$ cat src/rtl/fifo_pkg.sv
// Shared FIFO helpers: pointer-width sizing and wrap-around pointer increment,
// plus the per-cycle accepted-operation bundle used by the FIFO top.
package fifo_pkg;

   typedef struct packed {
      logic wr;
      logic rd;
   } fifo_op_t;

   // Pointer width for a buffer of `depth` entries, never narrower than one bit.
   function automatic int unsigned ptr_width(input int unsigned depth);
      return (depth <= 2) ? 1 : unsigned'($clog2(depth));
   endfunction

   // Advance a circular pointer, wrapping from depth-1 back to zero (any depth, not only powers of two).
   function automatic int unsigned ptr_inc(input int unsigned ptr, input int unsigned depth);
      return (ptr >= depth - 1) ? 0 : ptr + 1;
   endfunction

endpackage

$ cat src/rtl/fifo_circ_mem.sv
// FIFO storage array: synchronous write port, registered read port.
// Only the read register is reset; array contents survive reset.
module fifo_circ_mem
   import fifo_pkg::*;
#(
   parameter int DATA_WIDTH = 8,
   parameter int FIFO_DEPTH = 16,
   localparam int PTR_W = ptr_width(FIFO_DEPTH)
) (
   input  logic                  clk,
   input  logic                  reset,
   input  logic                  wr_en,
   input  logic [PTR_W-1:0]      wr_addr,
   input  logic [DATA_WIDTH-1:0] wr_data,
   input  logic                  rd_en,
   input  logic [PTR_W-1:0]      rd_addr,
   output logic [DATA_WIDTH-1:0] rd_data
);

   logic [DATA_WIDTH-1:0] mem [FIFO_DEPTH];

   always_ff @(posedge clk) begin
      if (wr_en) begin
         mem[wr_addr] <= wr_data;
      end
   end

   // Read stage: the word leaves the array one cycle after its read is accepted and is held otherwise.
   always_ff @(posedge clk or negedge reset) begin
      if (!reset) begin
         rd_data <= '0;
      end else if (rd_en) begin
         rd_data <= mem[rd_addr];
      end
   end

endmodule

$ cat src/rtl/fifo_circ.sv
// Circular-buffer FIFO with registered read data, occupancy count and almost-full/empty flags.
// Define FIFO_CIRC_ERR_EN to add sticky overflow/underflow outputs.
module fifo_circ
   import fifo_pkg::*;
#(
   parameter int DATA_WIDTH = 8,
   parameter int FIFO_DEPTH = 16,
   parameter int AFULL_LVL  = FIFO_DEPTH - 2,
   parameter int AEMPTY_LVL = 2,
   localparam int CNT_W     = $clog2(FIFO_DEPTH + 1)
) (
   input  logic                  clk,
   input  logic                  reset,
   input  logic                  wr_en,
   input  logic [DATA_WIDTH-1:0] wr_data,
   input  logic                  rd_en,
   output logic                  wr_ready,
   output logic                  rd_val,
   output logic [DATA_WIDTH-1:0] rd_data,
   output logic [CNT_W-1:0]      count,
   output logic                  almost_full,
   output logic                  almost_empty
`ifdef FIFO_CIRC_ERR_EN
   ,
   output logic                  overflow,
   output logic                  underflow
`endif
);

   localparam int PTR_W = ptr_width(FIFO_DEPTH);
   localparam logic [CNT_W-1:0] DEPTH_C = CNT_W'(FIFO_DEPTH);

   logic [PTR_W-1:0] wr_ptr;
   logic [PTR_W-1:0] rd_ptr;
   fifo_op_t         op;

   // Status comes from registered count only, so wr_en/rd_en never reach wr_ready/rd_val.
   assign wr_ready     = (count < DEPTH_C);
   assign rd_val       = (count != '0);
   assign almost_full  = (int'(count) >= AFULL_LVL);
   assign almost_empty = (int'(count) <= AEMPTY_LVL);

   assign op.wr = wr_en && wr_ready;
   assign op.rd = rd_en && rd_val;

   always_ff @(posedge clk or negedge reset) begin
      if (!reset) begin
         wr_ptr <= '0;
         rd_ptr <= '0;
         count  <= '0;
      end else begin
         if (op.wr) begin
            wr_ptr <= PTR_W'(ptr_inc(32'(wr_ptr), FIFO_DEPTH));
         end
         if (op.rd) begin
            rd_ptr <= PTR_W'(ptr_inc(32'(rd_ptr), FIFO_DEPTH));
         end
         case ({op.wr, op.rd})
            2'b10:   count <= count + CNT_W'(1);
            2'b01:   count <= count - CNT_W'(1);
            default: count <= count;
         endcase
      end
   end

   fifo_circ_mem #(
      .DATA_WIDTH (DATA_WIDTH),
      .FIFO_DEPTH (FIFO_DEPTH)
   ) u_mem (
      .clk     (clk),
      .reset   (reset),
      .wr_en   (op.wr),
      .wr_addr (wr_ptr),
      .wr_data (wr_data),
      .rd_en   (op.rd),
      .rd_addr (rd_ptr),
      .rd_data (rd_data)
   );

`ifdef FIFO_CIRC_ERR_EN
   // Sticky misuse flags: set on any refused request, cleared only by reset.
   always_ff @(posedge clk or negedge reset) begin
      if (!reset) begin
         overflow  <= 1'b0;
         underflow <= 1'b0;
      end else begin
         if (wr_en && !wr_ready) begin
            overflow <= 1'b1;
         end
         if (rd_en && !rd_val) begin
            underflow <= 1'b1;
         end
      end
   end
`endif

endmodule

$ cat config.mk
export PLATFORM = sky130hd
export DESIGN_NAME = fifo_circ
export DESIGN_NICKNAME = d
export VERILOG_FILES = /design/src/rtl/fifo_pkg.sv /design/src/rtl/fifo_circ_mem.sv /design/src/rtl/fifo_circ.sv
export SDC_FILE = /design/constraint.sdc
export NUM_CORES = 1
export LEC_CHECK = 0
export BUFFER_PORTS_ARGS = -buffer_cell sky130_fd_sc_hd__buf_2
export CORE_MARGIN = 4
export CORE_UTILIZATION = 25
export DETAILED_ROUTE_END_ITERATION = 12
export GPL_TIMING_DRIVEN = 0
export SLEW_MARGIN = 40
export SYNTH_ARGS = -nofsm -noshare
export SYNTH_HDL_FRONTEND = slang
export SYNTH_SLANG_ARGS = --single-unit
$ cat constraint.sdc
create_clock -name clk -period 2.9 [get_ports clk]
set_input_delay 0.435 -clock clk [delete_from_list [all_inputs] [get_ports clk]]
set_output_delay 0.435 -clock clk [all_outputs]
set_load 0.005 [all_outputs]
; After elaboration in Yosys (flattened, before gate mapping)
; Memory sizes are Yosys's and may differ from the RTL's. A register that Yosys moved wholly into a read port is not among the register bits.
; Cells that the tools add are included.
[totals]
reg_bits = 13
ramBits = 128
wordCells = 25
mem_count = 1
[classes]
n_addsub = 4
order_cmp = 5
eq_ne = 2
n_mux = 5
reduce_logical = 5
[memory_table]
columns = memory, depth, width, read_ports, rd_clocked_by_memory_dff, write_ports, line_no
row1 = u_mem.mem, 16, 8, 1, 1, 1, fifo_circ_mem.sv:20  ; logic [DATA_WIDTH-1:0] mem [FIFO_DEPTH];
[ops]
columns = cell, count
row1 = one-hot mux 5 bit (2 select lines), 1
row2 = "adder 4 x 1 -> 4 bit, second input constant", 2
row3 = ">= comparator 4 bit, second input constant", 2
row4 = two-way mux 4 bit, 2
row5 = "adder 5 x 1 -> 5 bit, second input constant", 1
row6 = ">= comparator 5 x 4 -> 1 bit, second input constant", 1
row7 = "less-or-equal comparator 5 x 2 -> 1 bit, second input constant", 1
row8 = "less-than comparator 5 bit, second input constant", 1
row9 = nonzero test 5 bit, 1
row10 = "subtractor 5 x 1 -> 5 bit, second input constant", 1
row11 = "== test 2 x 1 -> 1 bit, second input constant", 1
row12 = "== test 2 bit, second input constant", 1
row13 = logical AND 1 bit, 2
row14 = two-way mux 1 bit, 2
row15 = nonzero test 2 bit, 1
row16 = zero test 1 bit, 1

; Depth between registers and ports, before layout
; Gate-level depths: netlist (run 1).
[logic_depth]
ltp_word = 4
ltp_mapped = 10
depth_no_buf = 9

; Hierarchy
; From an unflattened synthesis (run 1), not the netlist that was laid out.
[unflattened]
cells_unflattened = 321
area_unflattened_um2 = 6125.9
[modules_own_cells]
columns = mod, instances, cells_each, area_per_inst_um2, seq_area_each_um2
row1 = fifo_circ_mem, 1, 240, 5331.4, 4043.9
row2 = fifo_circ, 1, 81, 794.5, 325.3

; Least setup slack after synthesis (run 1)
; Ideal clock, no wire load.
[synth_timing]
kind = register -> register
start = register count[4]
end = register count[4]
t_arrival_ns = 2.594
required_time_ns = 2.820
path_slack_ns = 0.226
path_stages_with_launch = 11
period_less_slack_ns = 2.674
cell_sequence = dfrtp_1 or3_4 o31ai_2 buf_4 inv_2 ha_1 fa_1 a21o_1 a21oi_1 mux2i_1 xnor2_1
[synth_via]
elab_chain_cells = 4
elab_cells_between_ends = 10
cone_classes = 2 x add/sub / 1 x order compare / 2 x eq/ne / 1 x mux / 4 x reduce/logical
[synth_rtl]
columns = item, line_no
row1 = "start, declared", fifo_circ.sv:20  ; output logic [CNT_W-1:0] count,
row2 = "start signal, assigned", fifo_circ.sv:59  ; 2'b10: count <= count + CNT_W'(1);
row3 = "start signal, assigned", fifo_circ.sv:60  ; 2'b01: count <= count - CNT_W'(1);
row4 = "start signal, assigned", fifo_circ.sv:61  ; default: count <= count;
row5 = nonzero test 5 bit *, fifo_circ.sv:39  ; assign rd_val = (count != '0);
row6 = logical AND 1 bit *, fifo_circ.sv:44  ; assign op.rd = rd_en && rd_val;
row7 = via u_mem.rd_en, fifo_circ_mem.sv:15  ; input logic rd_en,
row8 = == test 2 x 1 -> 1 bit or == test 2 bit (tied branches), fifo_circ.sv:58  ; case ({op.wr, op.rd})
row9 = one-hot mux 5 bit (2 select lines) or nonzero test 2 bit (tied branches), n/a
; The timed path passes the listed nets; every way through them passes the cells marked *.
; A chain may end at the register's enable or synchronous reset.

; Worst setup path after layout (run 1)
; Same ends and word-level chain as after synthesis.

==> key figures, run 1 <==
Floorplanning
  – Die area: 27000 um2
  – Core box area: 23800 um2
  – Die height: 164 um
  – Initial core utilization: 25.7%
  – Rows: 56
  – Chip width: 164 um
  – I/O pin cnt: 29

Clock network
  – CTS tree: done
  – Root Buffer: clkbuf_16
  – H-tree depth: 4
  – Clock Pin Slew Worst Setup and Hold Paths: 0.06 ns
  – Num CTS Buffers: 17
  – CTS Buffer Depth: 2
  – Worst skew pair latency: 0.42 ns
  – Clock sink count: 149

Global routing
  – Vias in the first global route: 3229
  – First-pass GRT wire length: 18600 um
  – Initial antenna violation count: 0
  – Largest net degree at the start of global routing: 22
  – Gr ovfl total: 0
  – Tot GR Track Use: 9.52%

Yosys
  – Mapped cell area: 6100 um2
  – Synth async-reset ratio: 14.1%
  – Top_reg_cell synth: edfxtp_1
  – Sequential fraction of the synthesis area: 71.6%
  – Synthesized instance count: 313
  – Syn nets: 335
  – Post-synth EDFFs: 128
  – Register bit total from synthesis: 149
  – Synth warn: 0
  – Post-synth cell types: 37
  – Synth Area per Inst: 19.5 um2

Drt
  – Antenna Nets Post-Route: 0
  – DRC viols: 0
  – Average wire per cell in the routed design: 17.3 um
  – Vias: 3026
  – Drt total wl: 12000 um
  – Number of DRC markers after the initial detailed-route iteration: 213
  – Vias per Instance: 4.36
  – First-pass DRT Iterations: 5

Pwr
  – Max VDD drop: 467 uV
  – Pwr dens: 972 nW/um2
  – P_leak: 2.49 nW

Worst setup path
  – Critical Path Source: count[4]
  – R2r endpoint: count[4]
  – RR Startpoint: count[4]
  – Max incr delay on CP: 0.44 ns
  – Worst Setup EP: count[4]
  – Worst setup SP type: flop
  – Critical Path RT: 3.24 ns
  – R2r setup slk: 0.12 ns
  – CP max stage cell: dfrtp_2
  – FF-to-FF path depth: 10
  – Crit end category: flop
  – CP cell instances: or3_4, o31ai_4, buf_4, inv_2, ha_2, fa_2, a21o_1, a21oi_2, mux2i_1, xnor2_1
  – CP arrival: 3.12 ns
  – Crit path kind: reg -> reg
  – Worst-path fanout max: 6

Hold path
  – Hold Startpoint: wr_data[4]
  – Hold/Removal Path Class: in -> reg
  – Worst hold path depth: 1

Final layout
  – Final core utilization: 30.7%
  – Nets@finish: 384
  – Antenna cells: 0
  – P&R area growth vs syn: 19.6%
  – Commonest non-fill, non-tap cell in the layout: edfxtp_1
  – Commonest non-fill, non-tap cells in the layout: edfxtp_1, buf_2, mux4_2, dfrtp_1
  – Share of layout cells above drive strength 1: 30.4%

STA
  – Hold Vio Cnt, Final: 0
  – Clk_skew: 0.00793 ns
  – Rel. slew slack: 50.9%
  – Period Utilization, post-route: 95.8%
  – Final max-slew violation count: 0
  – WHS: 0.398 ns
  – Final setup fails: 0
  – Fmax: 360 MHz
  – Least-Margin Pin Slew: 0.736 ns
  – Final min period: 2.78 ns

Placement
  – Routability cong.: 0.751
  – PortBufs: 28
  – Hpwl dp: 8000 um

Run status
  – Status: finished clean

Flow run
  – Max Cap Viol: 0
-- Yosys cell counts (5+ instances only) --
cell type	number	area [um2]
buf_2	5	25.0
a21oi_1	5	25.0
dfrtp_1	21	526
o21ai_0	7	35.0
ha_1	9	113
and2_1	16	100
xnor2_1	5	43.8
nand2_1	15	56.3
edfxtp_1	128	3840
mux4_2	29	653
mux2i_1	17	170
a2bb2oi_1	5	43.8
o31ai_1	6	45.0
-- area by class of cell --
cell class	count	area, um2
clock inverters	15	193
fillers	2289	16500
plain buffers	15	113
repair buffers	30	158
multi-input cells	144	1620
flip-flops and latches	149	4370
clock buffers	17	425
well taps	319	399
inverters	5	18.8
-- power breakdown --
part	switching (mW)	total, mW	internal (mW)
sequential	0.199	2.79	2.59
clock	0.913	2.29	1.38
combinational	1.01	2.01	0.996
-- critical path, delay by kind of cell, from the launching register on --
kind / cells / cell delay [ns]
AOI/OAI and AO/OA: 3 / 0.62
adders and majority gates: 2 / 0.60
DFF: 1 / 0.44
and+or+nand+nor: 1 / 0.44
muxes: 1 / 0.24
buffers and inverters: 2 / 0.23
xor gates and xnor gates: 1 / 0.13
-- stage by stage --
stage                     total power [mW]  setup WS [ns]  instance area (um2)  cells  setup TNS (ns)
after floorplan                       4.23          0.226                 6100    313               0
after global placement                4.79        -0.0123                 6640    660         -0.0123
after detailed placement              4.85        -0.0869                 6640    660         -0.0869
after CTS                             7.14         0.0602                 7280    694               0
after global routing                  7.45       -0.00376                 7290    694        -0.00376
final                                 7.09          0.121                 7290    694               0
-- routing by layer --
layer	GRT usage, %	wire length (um)	vias up	share of wire (%)
met5	0	0	-	0
met3	3.09	701	17	5.8
met2	15.3	5820	84	48
met4	3.70	170	0	1.4
met1	12.0	5320	1571	44
li1	-	-	1354	-
-- how the worst min path moves through the flow --
stage                                  to
after detailed placement         count[0]
final                     u_mem.mem[8][4]
after global routing      u_mem.mem[4][7]
after global placement           count[0]
after CTS                 u_mem.mem[4][7]
after floorplan                  count[0]
-- cell families after synthesis --
| group | count (synthesis) | share of synthesized area [%] |
|---|---|---|
| fa+ha+maj | 10 | 2.17 |
| xor+xnor | 6 | 0.862 |
| mux | 53 | 15.5 |
| compound gates | 31 | 3.75 |
| simple gates | 44 | 3.88 |
| buf+inv | 20 | 2.15 |
| flops | 149 | 71.6 |
-- repair_timing --
| action | in CTS | in global routing |
|---|---|---|
| pin swaps | 0 | 1 |
| hold endpoints to repair | 21 | 0 |
| setup endpoints to repair | 1 | 1 |
| gates resized for setup | 1 | 5 |
| hold buffers | 1 | 0 |
| buffers inserted | 1 | 0 |
-- registers in the layout (all words and copies together) (netlist names) --
name,cells
u_mem.rd_data,8
count,5
rd_ptr,4
u_mem.mem,128
wr_ptr,4
No activity file was read; power rests on OpenSTA's default activity.
==> run 2: changes to the inputs <==
--- a/config.mk
+++ b/config.mk
@@ -10,6 +10,7 @@
 export CORE_UTILIZATION = 25
 export DETAILED_ROUTE_END_ITERATION = 12
 export GPL_TIMING_DRIVEN = 0
+export RECOVER_POWER = 100
 export SLEW_MARGIN = 40
 export SYNTH_ARGS = -nofsm -noshare
 export SYNTH_HDL_FRONTEND = slang
==> key figures, run 2 (synthesis results as in run 1) <==
Placement
  – PortBufs: 28 (unchanged)
  – Placed Cells: 660 (unchanged)
  – Routability cong.: 0.751 (unchanged)
  – Hpwl dp: 8000 um (unchanged)
  – Pre-CTS setup slack: -0.0869 ns (unchanged)

STA
  – Final min period: 2.76 ns (was 2.78 ns)
  – Period Utilization, post-route: 95.3% (was 95.8%)
  – Final max-slew violation count: 0 (unchanged)
  – Rel. slew slack: 16.8% (was 50.9%)
  – Final WS setup: 0.137 ns (was 0.121 ns)
  – RSZ-0062 raised after global routing: no
  – Final TNS setup: 0 ns (unchanged)
  – Least-Margin Pin Slew: 1.25 ns (was 0.736 ns)
  – Clk_skew: 0.0226 ns (was 0.00793 ns)
  – Fmax: 362 MHz (was 360 MHz)
  – Hold Vio Cnt, Final: 0 (unchanged)
  – Final setup fails: 0 (unchanged)

Drt
  – Number of DRC markers after the initial detailed-route iteration: 224 (was 213)
  – DRC viols: 0 (unchanged)
  – Drt total wl: 12100 um (was 12000 um)
  – Antenna Nets Post-Route: 0 (unchanged)
  – Vias: 2994 (was 3026)
  – First-pass DRT Iterations: 5 (unchanged)
  – Average wire per cell in the routed design: 17.4 um (was 17.3 um)
  – Vias per Instance: 4.31 (was 4.36)

Pwr
  – Flop pwr share: 39.5% (was 39.4%)
  – Max VDD drop: 461 uV (was 467 uV)
  – Pwr dens: 972 nW/um2 (about the same)
  – Internal: 4.94 mW (was 4.97 mW)
  – Clock Power Share: 32.5% (was 32.3%)
  – Switching Share: 29.9% (about the same)
  – Combinational share of power: 28.0% (was 28.3%)
  – Design Power: 7.04 mW (was 7.09 mW)
  – Switch Pwr: 2.10 mW (was 2.12 mW)
  – P_leak: 2.41 nW (was 2.49 nW)

Floorplanning
  – Die area: 27000 um2 (unchanged)
  – I/O pin cnt: 29 (unchanged)
  – Initial core utilization: 25.7% (unchanged)
  – Die height: 164 um (unchanged)
  – Chip width: 164 um (unchanged)
  – Core box area: 23800 um2 (unchanged)
  – Rows: 56 (unchanged)

Worst setup path
  – Crit-path leading delay family: compound AO/OA/AOI/OAI gates (unchanged)
  – R2r setup slk: 0.14 ns (was 0.12 ns)
  – Worst setup SP type: flop (unchanged)
  – Max incr delay on CP: 0.44 ns (about the same)
  – Critical Path RT: 3.25 ns (was 3.24 ns)
  – CP cell instances: or3_4, o31ai_4, buf_4, inv_2, ha_2, fa_2, a21o_1, a21oi_2, mux2i_1, xnor2_1 (unchanged)
  – Crit end category: flop (unchanged)
  – Worst-path fanout max: 6 (unchanged)
  – CP max stage cell: dfrtp_2 (unchanged)
  – Crit path kind: reg -> reg (unchanged)
  – Bufs and invs on worst path: 2 (unchanged)
  – CP arrival: 3.11 ns (was 3.12 ns)

Final layout
  – P&R area growth vs syn: 18.9% (was 19.6%)
  – Commonest non-fill, non-tap cell in the layout: edfxtp_1 (unchanged)
  – Final core utilization: 30.5% (was 30.7%)
  – Fillers: 2300 (was 2289)
  – Largest register by flop count: u_mem.mem (unchanged)
  – Antenna cells: 0 (unchanged)
  – Nets@finish: 384 (unchanged)
  – Max reg flops: 128 (unchanged)
  – Commonest non-fill, non-tap cells in the layout: edfxtp_1, mux4_2, clkbuf_1, dfrtp_1 (was edfxtp_1, buf_2, mux4_2, dfrtp_1)
  – Non-Filler Instances: 694 (unchanged)
  – Share of layout cells above drive strength 1: 24.5% (was 30.4%)
  – Largest regs: u_mem.mem (128), u_mem.rd_data (8), count (5) (unchanged)

Global routing
  – Initial antenna violation count: 0 (unchanged)
  – Gr ovfl total: 0 (unchanged)
  – Tot GR Track Use: 9.52% (unchanged)
  – Vias in the first global route: 3229 (unchanged)
  – Largest net degree at the start of global routing: 22 (unchanged)
  – First-pass GRT wire length: 18600 um (unchanged)

Clock network
  – Clock sink count: 149 (unchanged)
  – Clock Pin Slew Worst Setup and Hold Paths: 0.06 ns (about the same)
  – CTS tree: done (unchanged)
  – Worst skew pair latency: 0.43 ns (was 0.42 ns)
  – H-tree depth: 4 (unchanged)
  – Root Buffer: clkbuf_16 (unchanged)
  – Num CTS Buffers: 17 (unchanged)
  – CTS Buffer Depth: 2 (unchanged)

Hold path
  – Hold/Removal Path Class: reg -> reg (was in -> reg)

Flow run
  – Max Cap Viol: 0 (unchanged)

Run status
  – Status: finished clean (unchanged)
==> run 2: per-layer routing <==
layer	up-vias	wire (um)	global-route usage (%)
met4	0	126	3.70
met5	-	0	0
li1	1355	-	-
met3	10	726	3.09
met2	76	5910	15.3
met1	1553	5290	12.0
==> run 2: timing repair <==
action / in CTS / in global routing
buffers inserted: 1 / 0
resized for setup: 1 / 5
hold buffers: 1 / 0
endpoints found under the hold margin: 21 / 0
pin swaps: 0 / 1
endpoints found under the setup margin: 1 / 1
==> run 2: worst register-to-register path: stages (launching register included) <==
cell and delay [ns]:
dfrtp_2 0.44, or3_4 0.43, o31ai_4 0.29, buf_4 0.17, inv_2 0.06, ha_2 0.23, fa_2 0.37, a21o_1 0.18
a21oi_2 0.15, mux2i_1 0.24, xnor2_1 0.13
==> run 2: final cells by class <==
class | instances | area, um2 | share of cell area [%]
Buffer | 15 | 111 | 1.54
Clock buffer | 17 | 425 | 5.87
Clock inverter | 15 | 193 | 2.66
Inverter | 5 | 18.8 | 0.259
Multi-Input combinational cell | 144 | 1600 | 22.0
Sequential cell | 149 | 4370 | 60.3
Tap cell | 319 | 399 | 5.51
Timing Repair Buffer | 30 | 133 | 1.83
==> run 2: per-stage QoR <==
step	hold WS [ns]	area [um2]
floorplan	0.139	6100
global placement	0.423	6640
detailed placement	0.448	6640
CTS	0.384	7280
global route	0.534	7250
finish	0.495	7250
==> run 2: power by group through the flow <==
| stage | clock [mW] | sequential [mW] | combinational [mW] |
|---|---|---|---|
| 6_report | 2.29 | 2.78 | 1.97 |
| 5_1_grt | 2.42 | 2.82 | 2.17 |
| 4_1_cts | 2.32 | 2.79 | 2.04 |
| 3_5_place_dp | 0 | 2.83 | 2.02 |
| 3_3_place_gp | 0 | 2.81 | 1.98 |
| 2_1_floorplan | 0 | 2.79 | 1.44 |
==> run 2: final timing paths <==
check                                  from                to  cells past startpoint
setup / recovery                   count[4]          count[4]                     10
hold / removal             u_mem.rd_data[4]  u_mem.rd_data[4]                      2
setup reg to reg                   count[4]          count[4]                     10
hold reg to reg            u_mem.rd_data[4]  u_mem.rd_data[4]                      2
max in group asynchronous             reset          count[3]                      2
min in group asynchronous             reset          count[1]                      2
